$ cat config.mk
export PLATFORM = sky130hd
export DESIGN_NAME = cmp_eqge_iter
export DESIGN_NICKNAME = d
export VERILOG_FILES = /design/src/rtl/cmp_iter_pkg.sv /design/src/rtl/cmp_chunk_eqge.sv /design/src/rtl/cmp_eqge_iter.sv
export SDC_FILE = /design/constraint.sdc
export NUM_CORES = 1
export LEC_CHECK = 0
export BUFFER_PORTS_ARGS = -buffer_cell sky130_fd_sc_hd__clkbuf_2
export CELL_PAD_IN_SITES_DETAIL_PLACEMENT = 0
export CELL_PAD_IN_SITES_GLOBAL_PLACEMENT = 2
export CORE_UTILIZATION = 32
export DETAILED_ROUTE_END_ITERATION = 10
export PLACE_DENSITY_LB_ADDON = 0.3
export SLEW_MARGIN = 20
export SYNTH_ARGS = -nofsm -noshare
export SYNTH_HDL_FRONTEND = slang
export SYNTH_HIERARCHICAL = 1
export SYNTH_SLANG_ARGS = --single-unit
$ cat constraint.sdc
create_clock -name clk_i -period 3.2 [get_ports clk_i]
set_input_delay 0.48 -clock clk_i [delete_from_list [all_inputs] [get_ports clk_i]]
set_output_delay 0.48 -clock clk_i [all_outputs]
set_load 0.02 [all_outputs]
$ cat src/rtl/cmp_iter_pkg.sv
// Shared types and sizing helpers for the chunk-serial comparator.
package cmp_iter_pkg;

    typedef enum logic [1:0] {
        IDLE = 2'd0,
        RUN  = 2'd1,
        DONE = 2'd2
    } state_e;

    // Number of CHUNK-bit slices needed to cover WIDTH bits.
    function automatic int unsigned nchunk(input int unsigned width, input int unsigned chunk);
        return (width + chunk - 1) / chunk;
    endfunction

    // Width of a counter that must hold values 0..n.
    function automatic int unsigned cnt_width(input int unsigned n);
        return $clog2(n + 1);
    endfunction

    // Width of an index over 0..n-1, never narrower than one bit.
    function automatic int unsigned idx_width(input int unsigned n);
        return (n > 1) ? $clog2(n) : 1;
    endfunction

endpackage

$ cat src/rtl/cmp_chunk_eqge.sv
// Combinational unsigned compare of one chunk pair.
module cmp_chunk_eqge #(
    parameter int unsigned W = 8
) (
    input  logic [W-1:0] a,
    input  logic [W-1:0] b,
    output logic         eq,
    output logic         gt
);

    // Equality and strict greater-than of the two chunks.
    always_comb begin
        eq = (a == b);
        gt = (a > b);
    end

endmodule

$ cat src/rtl/cmp_eqge_iter.sv
// Iterative chunk-serial equality / magnitude comparator, MSB chunk first,
// with valid/ready handshakes on operand and result sides.
module cmp_eqge_iter
    import cmp_iter_pkg::*;
#(
    parameter  int unsigned WIDTH  = 32,
    parameter  int unsigned CHUNK  = 8,
    localparam int unsigned NCHUNK = nchunk(WIDTH, CHUNK),
    localparam int unsigned CW     = cnt_width(NCHUNK)
) (
    input  logic             clk_i,
    input  logic             rst_ni,
    input  logic             in_valid_i,
    output logic             in_ready_o,
    input  logic [WIDTH-1:0] a_i,
    input  logic [WIDTH-1:0] b_i,
    input  logic             signed_i,
    output logic             out_valid_o,
    input  logic             out_ready_i,
    output logic             eq_o,
    output logic             ge_o,
    output logic             gt_o,
    output logic [CW-1:0]    cycles_o
);

    localparam int unsigned    PW      = NCHUNK * CHUNK;
    localparam int unsigned    IW      = idx_width(NCHUNK);
    localparam logic [IW-1:0]  IDX_TOP = IW'(NCHUNK - 1);

    state_e            state;
    logic [PW-1:0]     a_ext;
    logic [PW-1:0]     b_ext;
    logic [PW-1:0]     a_q;
    logic [PW-1:0]     b_q;
    logic [IW-1:0]     idx;
    logic [CW-1:0]     cnt;
    logic [CW-1:0]     cnt_inc;
    logic              eq_q;
    logic              ge_q;
    logic [CW-1:0]     cycles_q;
    logic [CHUNK-1:0]  a_chunk;
    logic [CHUNK-1:0]  b_chunk;
    logic              chunk_eq;
    logic              chunk_gt;

    // Zero-extend to a whole number of chunks; for signed compares flip the
    // sign bits so two's-complement order becomes plain unsigned order.
    always_comb begin
        a_ext = '0;
        b_ext = '0;
        a_ext[WIDTH-1:0] = a_i;
        b_ext[WIDTH-1:0] = b_i;
        if (signed_i) begin
            a_ext[WIDTH-1] = ~a_i[WIDTH-1];
            b_ext[WIDTH-1] = ~b_i[WIDTH-1];
        end
    end

    // Select the chunk pair currently under examination.
    always_comb begin
        a_chunk = a_q[idx*CHUNK +: CHUNK];
        b_chunk = b_q[idx*CHUNK +: CHUNK];
        cnt_inc = cnt + CW'(1);
    end

    cmp_chunk_eqge #(
        .W (CHUNK)
    ) u_chunk (
        .a  (a_chunk),
        .b  (b_chunk),
        .eq (chunk_eq),
        .gt (chunk_gt)
    );

    // Control FSM: latch operands, walk chunks MSB-first, hold the result.
    always_ff @(posedge clk_i) begin
        if (!rst_ni) begin
            state    <= IDLE;
            a_q      <= '0;
            b_q      <= '0;
            idx      <= '0;
            cnt      <= '0;
            eq_q     <= 1'b0;
            ge_q     <= 1'b0;
            cycles_q <= '0;
        end else begin
            case (state)
                IDLE: begin
                    if (in_valid_i) begin
                        a_q   <= a_ext;
                        b_q   <= b_ext;
                        idx   <= IDX_TOP;
                        cnt   <= '0;
                        state <= RUN;
                    end
                end
                RUN: begin
                    cnt <= cnt_inc;
                    if (!chunk_eq) begin
                        eq_q     <= 1'b0;
                        ge_q     <= chunk_gt;
                        cycles_q <= cnt_inc;
                        state    <= DONE;
                    end else if (idx == '0) begin
                        eq_q     <= 1'b1;
                        ge_q     <= 1'b1;
                        cycles_q <= cnt_inc;
                        state    <= DONE;
                    end else begin
                        idx <= idx - IW'(1);
                    end
                end
                DONE: begin
                    if (out_ready_i) begin
                        state <= IDLE;
                    end
                end
                default: state <= IDLE;
            endcase
        end
    end

    // Handshake flags follow the state; results come from held registers.
    always_comb begin
        in_ready_o  = (state == IDLE);
        out_valid_o = (state == DONE);
        eq_o        = eq_q;
        ge_o        = ge_q;
        gt_o        = ge_q & ~eq_q;
        cycles_o    = cycles_q;
    end

endmodule

== Word-level counts from Yosys, hierarchy flattened ==
Index checks and enable logic that the tools add are counted.

* Equal/unequal tests: 9
* Add/subtract/negate cells: 2
* Reduce and logical (&&, ||, !) cells: 8
* Bitwise logic cells: 4
* Magnitude comparators: 1
* Shift-type cells: 2
* Muxes and demuxes: 18

{| class="wikitable"
|+ Operators with widths
! cell !! count
|-
| $shiftx 32x6->8 || 2
|-
| $mux 2 || 7
|-
| $mux 3 || 3
|-
| $eq 8x8->1 || 1
|-
| $gt 8x8->1 || 1
|-
| $ne 2x2->1 const B || 3
|-
| $pmux 2 s3 || 1
|-
| $pmux 3 s2 || 1
|-
| $reduce_and 2->1 || 3
|-
| $mux 1 || 5
|-
| $logic_not 2->1 || 2
|-
| $ne 2x1->1 const B || 2
|-
| $pmux 2 s2 || 1
|-
| $reduce_and 4->1 || 1
|-
| $add 3x1->3 const B || 1
|-
| $ne 3x3->1 const B || 1
|-
| $not 1->1 || 3
|-
| $reduce_and 3->1 || 1
|-
| $eq 2x1->1 const B || 1
|-
| $eq 2x2->1 const B || 1
|-
| $reduce_bool 2->1 || 1
|-
| $sub 2x1->2 const B || 1
|-
| $and 1x1->1 || 1
|}

* Register bits after elaboration: 76
* Logic and storage cells: 52
* Input port bits: 69
* Output and inout port bits: 8

== Depth between registers and ports, before layout ==
Gate-level depths: netlist of run 1.

* Word-level depth: 4
* Depth in mapped cells: 10
* Depth with buffers taken out: 9

== Hierarchy ==
The synthesis of run 1 kept the hierarchy.

{| class="wikitable"
|+ Modules (own cells, without submodules)
! module !! sequential area each (µm²) !! area each (µm²) !! cells each !! times used
|-
| cmp_eqge_iter || 1521.5 || 3173.0 || 358 || 1
|-
| cmp_chunk_eqge || 0.0 || 220.2 || 28 || 1
|}

== Worst setup path before layout of run 1 ==
OpenSTA, ideal clock, no wires.

* Path kind: reg-to-reg
* Start: register idx[0]
* End: register idx[1]
* Cell stages (with the launch flop): 10
* Required time: 3.114 ns
* Path slack: 0.756 ns
* Clock period less this slack: 2.444 ns
* Arrival time: 2.357 ns
* Cells stage by stage: dfxtp_1 > buf_4 > buf_4 > mux4_2 > ha_1 > nand4_2 > nor2_1 > and4bb_2 > nor2_1 > a221oi_2

* Longest elaborated chain between the ends: 4
* Elaborated cells on any way between the ends: 11

{| class="wikitable"
|+ Ends and longest elaborated chain
! item !! RTL line !! text
|-
| from (decl) || cmp_eqge_iter.sv:35 || <nowiki>logic [IW-1:0] idx;</nowiki>
|-
| from (signal assigned) || cmp_eqge_iter.sv:110 || <nowiki>idx <= idx - IW'(1);</nowiki>
|-
| $shiftx 32x6->8 || cmp_eqge_iter.sv:61 || <nowiki>a_chunk = a_q[idx*CHUNK +: CHUNK];</nowiki>
|-
| named net a_chunk[5] || cmp_eqge_iter.sv:41 || <nowiki>logic [CHUNK-1:0] a_chunk;</nowiki>
|-
| $eq 8x8->1 || cmp_chunk_eqge.sv:13 || <nowiki>eq = (a == b);</nowiki>
|-
| named net chunk_eq || cmp_eqge_iter.sv:43 || <nowiki>logic chunk_eq;</nowiki>
|-
| $ne 2x2->1 (no source line) || - ||
|-
| $reduce_and 4->1 (no source line) || - ||
|}

The timed path passes the listed nets, and every way through them passes these cells. The select of a mux whose other input is x is not followed.
A chain may end at the register's enable or synchronous reset.

== Worst setup path after layout of run 1 ==
Ends and elaborated chain as after synthesis.

==> report_table.html, run 1 <==
<table>
<tr><th>Metric</th><th>Value</th></tr>
<tr><th colspan="2">Placement</th></tr>
<tr><td>Port bufs</td><td>76</td></tr>
<tr><td>Number of instances in the placed design</td><td>578</td></tr>
<tr><td>Detailed Place HPWL</td><td>5960 microns</td></tr>
<tr><td>Gp weighted congestion</td><td>0.808</td></tr>
<tr><th colspan="2">CTS</th></tr>
<tr><td>Inserted Clock Buffers</td><td>9</td></tr>
<tr><td>Post-CTS sizing</td><td>0</td></tr>
<tr><td>CTS tree</td><td>done</td></tr>
<tr><td>Clock insertion delay at the later pin of the skew report</td><td>0.34 ns</td></tr>
<tr><td>Clock-pin slew reported for the worst setup and hold paths after clock tree synthesis</td><td>0.08 ns</td></tr>
<tr><td>Maximum count of clock buffers along a single path</td><td>2</td></tr>
<tr><td>Number of clock sinks</td><td>76</td></tr>
<tr><td>Cts hold-fix bufs</td><td>0</td></tr>
<tr><td>H-Tree Level Count</td><td>3</td></tr>
<tr><td>Buffer count from post-CTS setup fixing</td><td>0</td></tr>
<tr><td>Library cell used as clock root buffer</td><td>sky130_fd_sc_hd__clkbuf_8</td></tr>
<tr><th colspan="2">Synthesis</th></tr>
<tr><td>Dominant cells by area after synthesis</td><td>sky130_fd_sc_hd__dfxtp_1 45%, sky130_fd_sc_hd__nand2_1 14%, sky130_fd_sc_hd__a21oi_1 11%, sky130_fd_sc_hd__mux4_2 11%, sky130_fd_sc_hd__ha_1 3.7%</td></tr>
<tr><td>Ys async rst share</td><td>0%</td></tr>
<tr><td>Adder and majority gate portion of the synthesized area</td><td>3.69%</td></tr>
<tr><td>Number of distinct library cells after synthesis</td><td>33</td></tr>
<tr><td>Fraction of synthesized cell area in xor and xnor cells</td><td>0.516%</td></tr>
<tr><td>Gate count after technology mapping</td><td>386</td></tr>
<tr><td>Area of the mapped netlist</td><td>3390 sq um</td></tr>
<tr><td>Largest family of logic cells by synthesized area</td><td>simple AND/OR/NAND/NOR gates</td></tr>
<tr><td>Simple-gate share of the synthesized area</td><td>19.4%</td></tr>
<tr><td>Portion of the post-synthesis area used by sequential elements</td><td>44.8%</td></tr>
<tr><td>Multiplexer share of the synthesized area</td><td>10.9%</td></tr>
<tr><td>Register bit total from synthesis</td><td>76</td></tr>
<tr><td>Primary flip-flop cell chosen by synthesis mapping</td><td>sky130_fd_sc_hd__dfxtp_1</td></tr>
<tr><td>Most area-hungry cell type in the Yosys netlist</td><td>sky130_fd_sc_hd__dfxtp_1</td></tr>
<tr><td>Avg Cell Area, Syn</td><td>8.79 sq um</td></tr>
<tr><td>Synth Area in Compound Gates</td><td>14.2%</td></tr>
<tr><td>Synth warnings</td><td>6</td></tr>
<tr><td>Post-Synthesis Net Count</td><td>465</td></tr>
<tr><td>Most common cell in the synthesized netlist</td><td>sky130_fd_sc_hd__nand2_1</td></tr>
<tr><td>Portion of synthesized cell area occupied by the leading cell type</td><td>44.8%</td></tr>
<tr><td>Number of enable flip-flop cells after synthesis</td><td>0</td></tr>
<tr><td>Commonest cells in the synthesized netlist</td><td>126 x sky130_fd_sc_hd__nand2_1, 76 x sky130_fd_sc_hd__dfxtp_1, 72 x sky130_fd_sc_hd__a21oi_1</td></tr>
<tr><th colspan="2">Cells and area</th></tr>
<tr><td>Final non-filler cell total</td><td>593</td></tr>
<tr><td>Layout cell share with drive strength beyond 1</td><td>26.9%</td></tr>
<tr><td>Number of diodes added for antenna fixing</td><td>0</td></tr>
<tr><td>Final Net Count</td><td>532</td></tr>
<tr><td>Synthesis-to-finish area growth</td><td>19.4%</td></tr>
<tr><th colspan="2">Timing</th></tr>
<tr><td>Worst Max-Slew Pin Slew</td><td>0.989 ns</td></tr>
<tr><td>Final number of hold-violating endpoints</td><td>0</td></tr>
<tr><td>Final hold slack</td><td>0.353 ns</td></tr>
<tr><td>Max Fclk</td><td>373 MHz</td></tr>
<tr><td>Final period demand of the worst path</td><td>2.68 ns</td></tr>
<tr><td>Max Transition Viols Final</td><td>0</td></tr>
<tr><td>Setup tns final</td><td>0 ns</td></tr>
<tr><td>Final worst clock skew</td><td>0.00681 ns</td></tr>
<tr><td>Worst rel slew slack</td><td>34.1%</td></tr>
<tr><td>Setup repair after global routing missed its margin</td><td>false</td></tr>
<tr><td>Setup violators final</td><td>0</td></tr>
<tr><td>Period Utilization, post-route</td><td>83.9%</td></tr>
<tr><th colspan="2">Setup path</th></tr>
<tr><td>Number of buffers and inverters on the critical path</td><td>1</td></tr>
<tr><td>Worst stage delay on the critical path</td><td>0.56 ns</td></tr>
<tr><td>Signal arrival time at the worst endpoint</td><td>2.95 ns</td></tr>
<tr><td>Startpoint kind of the worst setup timing path</td><td>flip-flop</td></tr>
<tr><td>Critical Path Fanout Max</td><td>16</td></tr>
<tr><td>Worst setup EP type</td><td>flip-flop</td></tr>
<tr><td>Cell with the largest stage delay on the worst path</td><td>sky130_fd_sc_hd__mux4_2</td></tr>
<tr><td>Crit Path Class</td><td>reg2reg</td></tr>
<tr><td>Worst path required time</td><td>3.46 ns</td></tr>
<tr><td>Critical Path, Cell by Cell</td><td>buf_4 -&gt; mux4_2 -&gt; ha_1 -&gt; nand4_2 -&gt; nor2_1 -&gt; and4bb_2 -&gt; nor2_1 -&gt; a221oi_2</td></tr>
<tr><td>Top cell family by delay on the critical path</td><td>simple AND/OR/NAND/NOR gates</td></tr>
<tr><td>Most prevalent standard cell on the critical path</td><td>sky130_fd_sc_hd__nor2_1</td></tr>
<tr><th colspan="2">Drt</th></tr>
<tr><td>Final antenna-violating net count</td><td>0</td></tr>
<tr><td>Number of detailed-route iterations in the first pass</td><td>4</td></tr>
<tr><td>Vias after detailed routing</td><td>2792</td></tr>
<tr><td>DRC violation total after the first TritonRoute iteration</td><td>55</td></tr>
<tr><td>Total wirelength of the detailed-routed design</td><td>8020 microns</td></tr>
<tr><td>Post-route DRC</td><td>0</td></tr>
<tr><td>Vias per inst</td><td>4.71</td></tr>
<tr><td>Routed wire per std cell</td><td>13.5 microns</td></tr>
<tr><th colspan="2">Hold path</th></tr>
<tr><td>Path class of the lowest-slack min-delay path</td><td>in2reg</td></tr>
<tr><th colspan="2">Global route</th></tr>
<tr><td>Overall routing resource usage</td><td>15.8%</td></tr>
<tr><td>Initial antenna violation count</td><td>0</td></tr>
<tr><td>First-pass GRT wire length</td><td>13600 microns</td></tr>
<tr><td>Leftover overflow at the end of global routing</td><td>0</td></tr>
<tr><td>Via count of the first global-routing pass</td><td>2839</td></tr>
<tr><td>Pin count of the biggest net entering global routing</td><td>46</td></tr>
<tr><th colspan="2">Die</th></tr>
<tr><td>Die Ht</td><td>105 microns</td></tr>
<tr><td>Standard-cell rows</td><td>37</td></tr>
<tr><td>Core area</td><td>10300 sq um</td></tr>
<tr><td>Effective utilization at floorplan</td><td>32.9%</td></tr>
<tr><td>Die footprint</td><td>11000 sq um</td></tr>
<tr><td>Top-level I/O count</td><td>77</td></tr>
<tr><td>Floorplan die width</td><td>105 microns</td></tr>
<tr><th colspan="2">Run</th></tr>
<tr><td>Total of max-cap violations</td><td>0</td></tr>
<tr><th colspan="2">Outcome</th></tr>
<tr><td>Result of the run</td><td>finished, final reports clean</td></tr>
<tr><th colspan="2">Pwr</th></tr>
<tr><td>Leakage</td><td>1.66 nW</td></tr>
<tr><td>Peak supply drop</td><td>0.000255 V</td></tr>
<tr><td>Power per cell area</td><td>579 nW/um^2</td></tr>
</table>
## worst paths after layout
path / from / endpoint / slack (ns) / depth (start not counted)
max: idx[0]$_SDFFE_PN0P_ / idx[1]$_SDFFE_PN0P_ / 0.52 / 8
min: a_i[17] / a_q[17]$_SDFFE_PN0P_ / 0.35 / 3
max reg2reg: idx[0]$_SDFFE_PN0P_ / idx[1]$_SDFFE_PN0P_ / 0.52 / 8
min reg2reg: b_q[16]$_SDFFE_PN0P_ / b_q[16]$_SDFFE_PN0P_ / 0.45 / 2
## final cells by class
class | instances | area (sq um)
Clock inverter | 4 | 72.6
Fill cell | 1091 | 6270
Timing Repair Buffer | 83 | 433
Inverter | 11 | 41.3
Multi-Input combinational cell | 272 | 1660
Tap cell | 136 | 170
Sequential cell | 76 | 1520
Clock buffer | 11 | 151
## report_power, final
part           switching [mW]  internal, mW  leakage, nW
Clock                   0.340         0.476        0.111
Sequential             0.0512          1.02        0.624
Combinational           0.253         0.206        0.925
Total                   0.644          1.70         1.66
## through the flow
| step | utilization [%] | area, sq um | setup slack (ns) | power, mW |
|---|---|---|---|---|
| finish | 39.2 | 4050 | 0.515 | 2.35 |
| global route | 39.2 | 4050 | 0.322 | 2.49 |
| CTS | 39.2 | 4050 | 0.484 | 2.38 |
| detailed placement | 37.1 | 3830 | 0.516 | 1.56 |
| global placement | 37.1 | 3830 | 0.583 | 1.55 |
| floorplan | - | 3390 | 0.756 | 1.44 |
## worst reg2reg max path, stage by stage (launching register included)
cell	delay (ns)
sky130_fd_sc_hd__dfxtp_1	0.35
sky130_fd_sc_hd__buf_4	0.30
sky130_fd_sc_hd__mux4_2	0.56
sky130_fd_sc_hd__ha_1	0.35
sky130_fd_sc_hd__nand4_2	0.12
sky130_fd_sc_hd__nor2_1	0.30
sky130_fd_sc_hd__and4bb_2	0.33
sky130_fd_sc_hd__nor2_1	0.09
sky130_fd_sc_hd__a221oi_2	0.22
## per-layer routing
metal  vias to the layer above  share of wire (%)  track usage [%]
met1                      1299                 47             19.5
met3                         2                3.4             4.99
met4                         0               0.46             3.62
met2                        57                 49             26.8
li1                       1434                  -                -
met5                         -                  0                0
## placed cells by master, fill, tap and decap left out, types with 2 or more instances in the layout
cell	Yosys	routed
sky130_fd_sc_hd__mux4_2	16	16
sky130_fd_sc_hd__clkbuf_8	0	11
sky130_fd_sc_hd__o21ai_0	3	3
sky130_fd_sc_hd__nand2b_1	2	2
sky130_fd_sc_hd__clkbuf_2	0	76
sky130_fd_sc_hd__xnor2_1	2	2
sky130_fd_sc_hd__nor2_1	10	10
sky130_fd_sc_hd__bufinv_16	0	2
sky130_fd_sc_hd__nand2_1	126	126
sky130_fd_sc_hd__nor2b_1	7	7
sky130_fd_sc_hd__inv_1	11	10
sky130_fd_sc_hd__a21oi_1	72	72
sky130_fd_sc_hd__ha_1	10	10
sky130_fd_sc_hd__nor3_1	3	3
sky130_fd_sc_hd__a211oi_1	4	4
sky130_fd_sc_hd__buf_4	7	7
sky130_fd_sc_hd__nand3_1	2	2
sky130_fd_sc_hd__dfxtp_1	76	76
## sequential cells by signal, indices dropped and copies added, names as in the netlist
name,cells
a_q,32
b_q,32
cnt,3
cycles_o,3
idx,2
state,2
eq_o,1
ge_o,1
## cell families (layout without fill, tap and decap cells)
family | after synthesis | count (layout)
AND/OR/NAND/NOR | 156 | 156
AO/OA/AOI/OAI | 87 | 87
flip-flops | 76 | 76
buffers and inverters | 38 | 109
multiplexers | 17 | 17
adder cells (fa/ha/maj) | 10 | 10
XOR/XNOR | 2 | 2
Note: power is estimated with default switching activity, not from simulation.
==> inputs of run 2 (changes only) <==
--- a/config.mk
+++ b/config.mk
@@ -5,10 +5,11 @@
 export SDC_FILE = /design/constraint.sdc
 export NUM_CORES = 1
 export LEC_CHECK = 0
+export ABC_AREA = 1
 export BUFFER_PORTS_ARGS = -buffer_cell sky130_fd_sc_hd__clkbuf_2
 export CELL_PAD_IN_SITES_DETAIL_PLACEMENT = 0
 export CELL_PAD_IN_SITES_GLOBAL_PLACEMENT = 2
-export CORE_UTILIZATION = 32
+export CORE_UTILIZATION = 29
 export DETAILED_ROUTE_END_ITERATION = 10
 export PLACE_DENSITY_LB_ADDON = 0.3
 export SLEW_MARGIN = 20
==> constraint.sdc (replaced) <==
create_clock -name clk_i -period 2.51 [get_ports clk_i]
set_input_delay 0.3765 -clock clk_i [delete_from_list [all_inputs] [get_ports clk_i]]
set_output_delay 0.3765 -clock clk_i [all_outputs]
set_load 0.02 [all_outputs]
==> run 2 against run 1 <==
  * Register-to-register slack worse by 0.19 ns
  * Die area is 13% higher
  * Cell count is 19% higher
  * First-iteration DRC count grew to 3.8 times the previous value
  * Core utilization is 2.5 points lower
  * Highest routed layer unchanged
  * Cell area is 4.8% higher
  * Critical path type unchanged
  * Non-clock buffer count is 1 higher
  * The flow now finishes with violations (design-rule violations)
  * Power is 38% higher
==> report_table.html, run 2 <==
<table>
<tr><th>Metric</th><th>Value</th></tr>
<tr><th colspan="2">Synthesis</th></tr>
<tr><td>Simple-gate share of the synthesized area</td><td>26.4%</td></tr>
<tr><td>Dominant cells by area after synthesis</td><td>sky130_fd_sc_hd__dfxtp_1 44%, sky130_fd_sc_hd__nor2_1 19%, sky130_fd_sc_hd__o21ai_0 14%, sky130_fd_sc_hd__nand2_1 4.2%, sky130_fd_sc_hd__ha_1 3.6%</td></tr>
<tr><td>Ys async rst share</td><td>0%</td></tr>
<tr><td>Number of enable flip-flop cells after synthesis</td><td>0</td></tr>
<tr><td>Fraction of synthesized cell area in xor and xnor cells</td><td>0%</td></tr>
<tr><td>Multiplexer share of the synthesized area</td><td>0%</td></tr>
<tr><td>Largest family of logic cells by synthesized area</td><td>simple AND/OR/NAND/NOR gates</td></tr>
<tr><td>Commonest cells in the synthesized netlist</td><td>174 x sky130_fd_sc_hd__nor2_1, 95 x sky130_fd_sc_hd__o21ai_0, 76 x sky130_fd_sc_hd__dfxtp_1</td></tr>
<tr><td>Avg Cell Area, Syn</td><td>7.05 sq um</td></tr>
<tr><td>Synth Area in Compound Gates</td><td>18.2%</td></tr>
<tr><td>Portion of synthesized cell area occupied by the leading cell type</td><td>43.6%</td></tr>
<tr><td>Synth warnings</td><td>6</td></tr>
<tr><td>Number of distinct library cells after synthesis</td><td>23</td></tr>
<tr><td>Register bit total from synthesis</td><td>76</td></tr>
<tr><td>Most area-hungry cell type in the Yosys netlist</td><td>sky130_fd_sc_hd__dfxtp_1</td></tr>
<tr><td>Adder and majority gate portion of the synthesized area</td><td>3.59%</td></tr>
<tr><td>Post-Synthesis Net Count</td><td>574</td></tr>
<tr><td>Portion of the post-synthesis area used by sequential elements</td><td>43.6%</td></tr>
<tr><td>Primary flip-flop cell chosen by synthesis mapping</td><td>sky130_fd_sc_hd__dfxtp_1</td></tr>
<tr><td>Area of the mapped netlist</td><td>3490 sq um</td></tr>
<tr><td>Gate count after technology mapping</td><td>495</td></tr>
<tr><td>Most common cell in the synthesized netlist</td><td>sky130_fd_sc_hd__nor2_1</td></tr>
<tr><th colspan="2">Global route</th></tr>
<tr><td>Leftover overflow at the end of global routing</td><td>0</td></tr>
<tr><td>Pin count of the biggest net entering global routing</td><td>55</td></tr>
<tr><td>Overall routing resource usage</td><td>15.6%</td></tr>
<tr><td>Initial antenna violation count</td><td>0</td></tr>
<tr><td>Via count of the first global-routing pass</td><td>3097</td></tr>
<tr><td>First-pass GRT wire length</td><td>15200 microns</td></tr>
<tr><th colspan="2">Timing</th></tr>
<tr><td>Final period demand of the worst path</td><td>2.19 ns</td></tr>
<tr><td>Final number of hold-violating endpoints</td><td>0</td></tr>
<tr><td>Min setup slack post-route</td><td>0.321 ns</td></tr>
<tr><td>Setup tns final</td><td>0 ns</td></tr>
<tr><td>Max Fclk</td><td>457 MHz</td></tr>
<tr><td>Worst Max-Slew Pin Slew</td><td>0.583 ns</td></tr>
<tr><td>Worst rel slew slack</td><td>61.0%</td></tr>
<tr><td>Final worst clock skew</td><td>0.00609 ns</td></tr>
<tr><td>Period Utilization, post-route</td><td>87.2%</td></tr>
<tr><td>Final hold slack</td><td>0.286 ns</td></tr>
<tr><td>Setup repair after global routing missed its margin</td><td>false</td></tr>
<tr><td>Max Transition Viols Final</td><td>0</td></tr>
<tr><td>Setup violators final</td><td>0</td></tr>
<tr><th colspan="2">Pwr</th></tr>
<tr><td>Switching part of the total</td><td>29.3%</td></tr>
<tr><td>Peak supply drop</td><td>0.000255 V</td></tr>
<tr><td>Overall power after layout</td><td>3.24 mW</td></tr>
<tr><td>Clock Power Share</td><td>37.7%</td></tr>
<tr><td>Internal power of the cells</td><td>2.29 mW</td></tr>
<tr><td>Power per cell area</td><td>764 nW/um^2</td></tr>
<tr><td>Combinational power share</td><td>19.5%</td></tr>
<tr><td>Switching power summed over all nets</td><td>952 uW</td></tr>
<tr><td>Sequential group share of total power</td><td>42.8%</td></tr>
<tr><td>Leakage</td><td>1.93 nW</td></tr>
<tr><th colspan="2">Drt</th></tr>
<tr><td>Total wirelength of the detailed-routed design</td><td>8940 microns</td></tr>
<tr><td>Number of detailed-route iterations in the first pass</td><td>7</td></tr>
<tr><td>Final antenna-violating net count</td><td>0</td></tr>
<tr><td>Vias after detailed routing</td><td>3216</td></tr>
<tr><td>Routed wire per std cell</td><td>12.7 microns</td></tr>
<tr><td>Post-route DRC</td><td>6</td></tr>
<tr><td>DRC violation total after the first TritonRoute iteration</td><td>207</td></tr>
<tr><td>Vias per inst</td><td>4.55</td></tr>
<tr><th colspan="2">CTS</th></tr>
<tr><td>Inserted Clock Buffers</td><td>9</td></tr>
<tr><td>Library cell used as clock root buffer</td><td>sky130_fd_sc_hd__clkbuf_16</td></tr>
<tr><td>Post-CTS sizing</td><td>0</td></tr>
<tr><td>Buffer count from post-CTS setup fixing</td><td>0</td></tr>
<tr><td>Maximum count of clock buffers along a single path</td><td>2</td></tr>
<tr><td>CTS tree</td><td>done</td></tr>
<tr><td>H-Tree Level Count</td><td>3</td></tr>
<tr><td>Clock-pin slew reported for the worst setup and hold paths after clock tree synthesis</td><td>0.06 ns</td></tr>
<tr><td>Cts hold-fix bufs</td><td>0</td></tr>
<tr><td>Number of clock sinks</td><td>76</td></tr>
<tr><td>Clock insertion delay at the later pin of the skew report</td><td>0.34 ns</td></tr>
<tr><th colspan="2">Placement</th></tr>
<tr><td>Number of instances in the placed design</td><td>691</td></tr>
<tr><td>Cell area after placement</td><td>3950 sq um</td></tr>
<tr><td>Detailed Place HPWL</td><td>6620 microns</td></tr>
<tr><td>Gp weighted congestion</td><td>0.771</td></tr>
<tr><td>Place WS</td><td>0.139 ns</td></tr>
<tr><td>Port bufs</td><td>76</td></tr>
<tr><th colspan="2">Setup path</th></tr>
<tr><td>Worst setup EP type</td><td>flip-flop</td></tr>
<tr><td>Signal arrival time at the worst endpoint</td><td>2.46 ns</td></tr>
<tr><td>Worst path required time</td><td>2.78 ns</td></tr>
<tr><td>Number of buffers and inverters on the critical path</td><td>2</td></tr>
<tr><td>Worst stage delay on the critical path</td><td>0.34 ns</td></tr>
<tr><td>Critical Path, Cell by Cell</td><td>buf_4 -&gt; o21ai_0 -&gt; o22ai_1 -&gt; ha_1 -&gt; nand2_2 -&gt; nor3_4 -&gt; inv_1 -&gt; nor2_2 -&gt; nand2_1 -&gt; nand2_1 -&gt; nor2_1 -&gt; nor2_1</td></tr>
<tr><td>Cell with the largest stage delay on the worst path</td><td>sky130_fd_sc_hd__ha_1</td></tr>
<tr><td>Critical Path Fanout Max</td><td>19</td></tr>
<tr><td>Startpoint kind of the worst setup timing path</td><td>flip-flop</td></tr>
<tr><td>Top cell family by delay on the critical path</td><td>simple AND/OR/NAND/NOR gates</td></tr>
<tr><td>Crit Path Class</td><td>reg2reg</td></tr>
<tr><th colspan="2">Cells and area</th></tr>
<tr><td>Final Net Count</td><td>638</td></tr>
<tr><td>Core utilization of the finished layout</td><td>36.7%</td></tr>
<tr><td>Largest registers</td><td>a_q: 32 flops, b_q: 32 flops</td></tr>
<tr><td>Layout cell share with drive strength beyond 1</td><td>21.6%</td></tr>
<tr><td>Final non-filler cell total</td><td>707</td></tr>
<tr><td>Synthesis-to-finish area growth</td><td>21.7%</td></tr>
<tr><td>Number of diodes added for antenna fixing</td><td>0</td></tr>
<tr><td>Commonest cells after routing, fill and taps aside</td><td>173 x sky130_fd_sc_hd__nor2_1, 95 x sky130_fd_sc_hd__o21ai_0, 76 x sky130_fd_sc_hd__dfxtp_1, 76 x sky130_fd_sc_hd__clkbuf_2, 38 x sky130_fd_sc_hd__nand2_1</td></tr>
<tr><td>Total non-filler cell area in the finished layout</td><td>4250 sq um</td></tr>
<tr><td>Most common cell after layout, fill and taps aside</td><td>sky130_fd_sc_hd__nor2_1</td></tr>
<tr><th colspan="2">Hold path</th></tr>
<tr><td>Path class of the lowest-slack min-delay path</td><td>in2reg</td></tr>
<tr><th colspan="2">Die</th></tr>
<tr><td>Core area</td><td>11600 sq um</td></tr>
<tr><td>Die footprint</td><td>12500 sq um</td></tr>
<tr><td>Standard-cell rows</td><td>39</td></tr>
<tr><td>Top-level I/O count</td><td>77</td></tr>
<tr><td>Effective utilization at floorplan</td><td>30.2%</td></tr>
<tr><td>Die Ht</td><td>112 microns</td></tr>
<tr><td>Floorplan die width</td><td>112 microns</td></tr>
<tr><th colspan="2">Outcome</th></tr>
<tr><td>Failing checks</td><td>design-rule violations</td></tr>
<tr><td>Result of the run</td><td>complete, but fails checks</td></tr>
<tr><th colspan="2">Run</th></tr>
<tr><td>Total of max-cap violations</td><td>0</td></tr>
</table>
## run 2: cell count changes after synthesis, sizes merged, moves of 4 or more
| cell | previous run | this run |
|---|---|---|
| a21oi | 73 | 8 |
| o22ai | 0 | 16 |
| nor2b | 8 | 0 |
| mux4 | 16 | 0 |
| buf | 16 | 11 |
| nor2 | 10 | 185 |
| a211oi | 4 | 0 |
| nand2 | 126 | 41 |
| inv | 11 | 26 |
| clkbuf | 11 | 20 |
| o21ai | 3 | 95 |
## run 2: logic make-up (layout without fill, tap and decap cells)
group | after synthesis | count (layout)
buffers and inverters | 57 | 126
AO/OA/AOI/OAI | 121 | 121
AND/OR/NAND/NOR | 231 | 231
flip-flops | 76 | 76
adder cells (fa/ha/maj) | 10 | 10
## run 2: worst paths after layout
check | cells past startpoint | start | end | slack (ns)
max | 12 | idx[0]$_SDFFE_PN0P_ | idx[1]$_SDFFE_PN0P_ | 0.32
min | 3 | b_i[28] | b_q[28]$_SDFFE_PN0P_ | 0.29
max reg2reg | 12 | idx[0]$_SDFFE_PN0P_ | idx[1]$_SDFFE_PN0P_ | 0.32
min reg2reg | 2 | cnt[1]$_SDFFE_PN0P_ | cnt[1]$_SDFFE_PN0P_ | 0.47
## run 2: final cells by class
cell class              count  area [sq um]
inverters                  26           104
flip-flops and latches     76          1520
clock buffers              11           253
well taps                 143           179
multi-input cells         362          1690
repair buffers             84           465
fillers                  1242          7320
clock inverters             5          35.0
## run 2: power by group through the flow
stage	logic [mW]	registers [mW]	clock network [mW]
floorplan	0.472	1.39	0
finish	0.632	1.39	1.22
CTS	0.638	1.39	1.26
detailed placement	0.632	1.41	0
global route	0.734	1.40	1.31
global placement	0.632	1.41	0
## run 2: per-layer routing
metal / track usage (%) / vias up / wire [microns] / share of wire [%]
met3: 4.46 / 13 / 516 / 5.8
met4: 5.95 / 0 / 142 / 1.6
met5: 0 / - / 0 / 0
met1: 22.6 / 1399 / 4770 / 53
met2: 21.5 / 81 / 3520 / 39
li1: - / 1723 / - / -
## run 2: worst reg2reg max path: stages (launching register included)
cell and delay, ns:
sky130_fd_sc_hd__dfxtp_1 0.33, sky130_fd_sc_hd__buf_4 0.20, sky130_fd_sc_hd__o21ai_0 0.23, sky130_fd_sc_hd__o22ai_1 0.16
sky130_fd_sc_hd__ha_1 0.34, sky130_fd_sc_hd__nand2_2 0.08, sky130_fd_sc_hd__nor3_4 0.22, sky130_fd_sc_hd__inv_1 0.09
sky130_fd_sc_hd__nor2_2 0.15, sky130_fd_sc_hd__nand2_1 0.09, sky130_fd_sc_hd__nand2_1 0.11, sky130_fd_sc_hd__nor2_1 0.06
sky130_fd_sc_hd__nor2_1 0.08
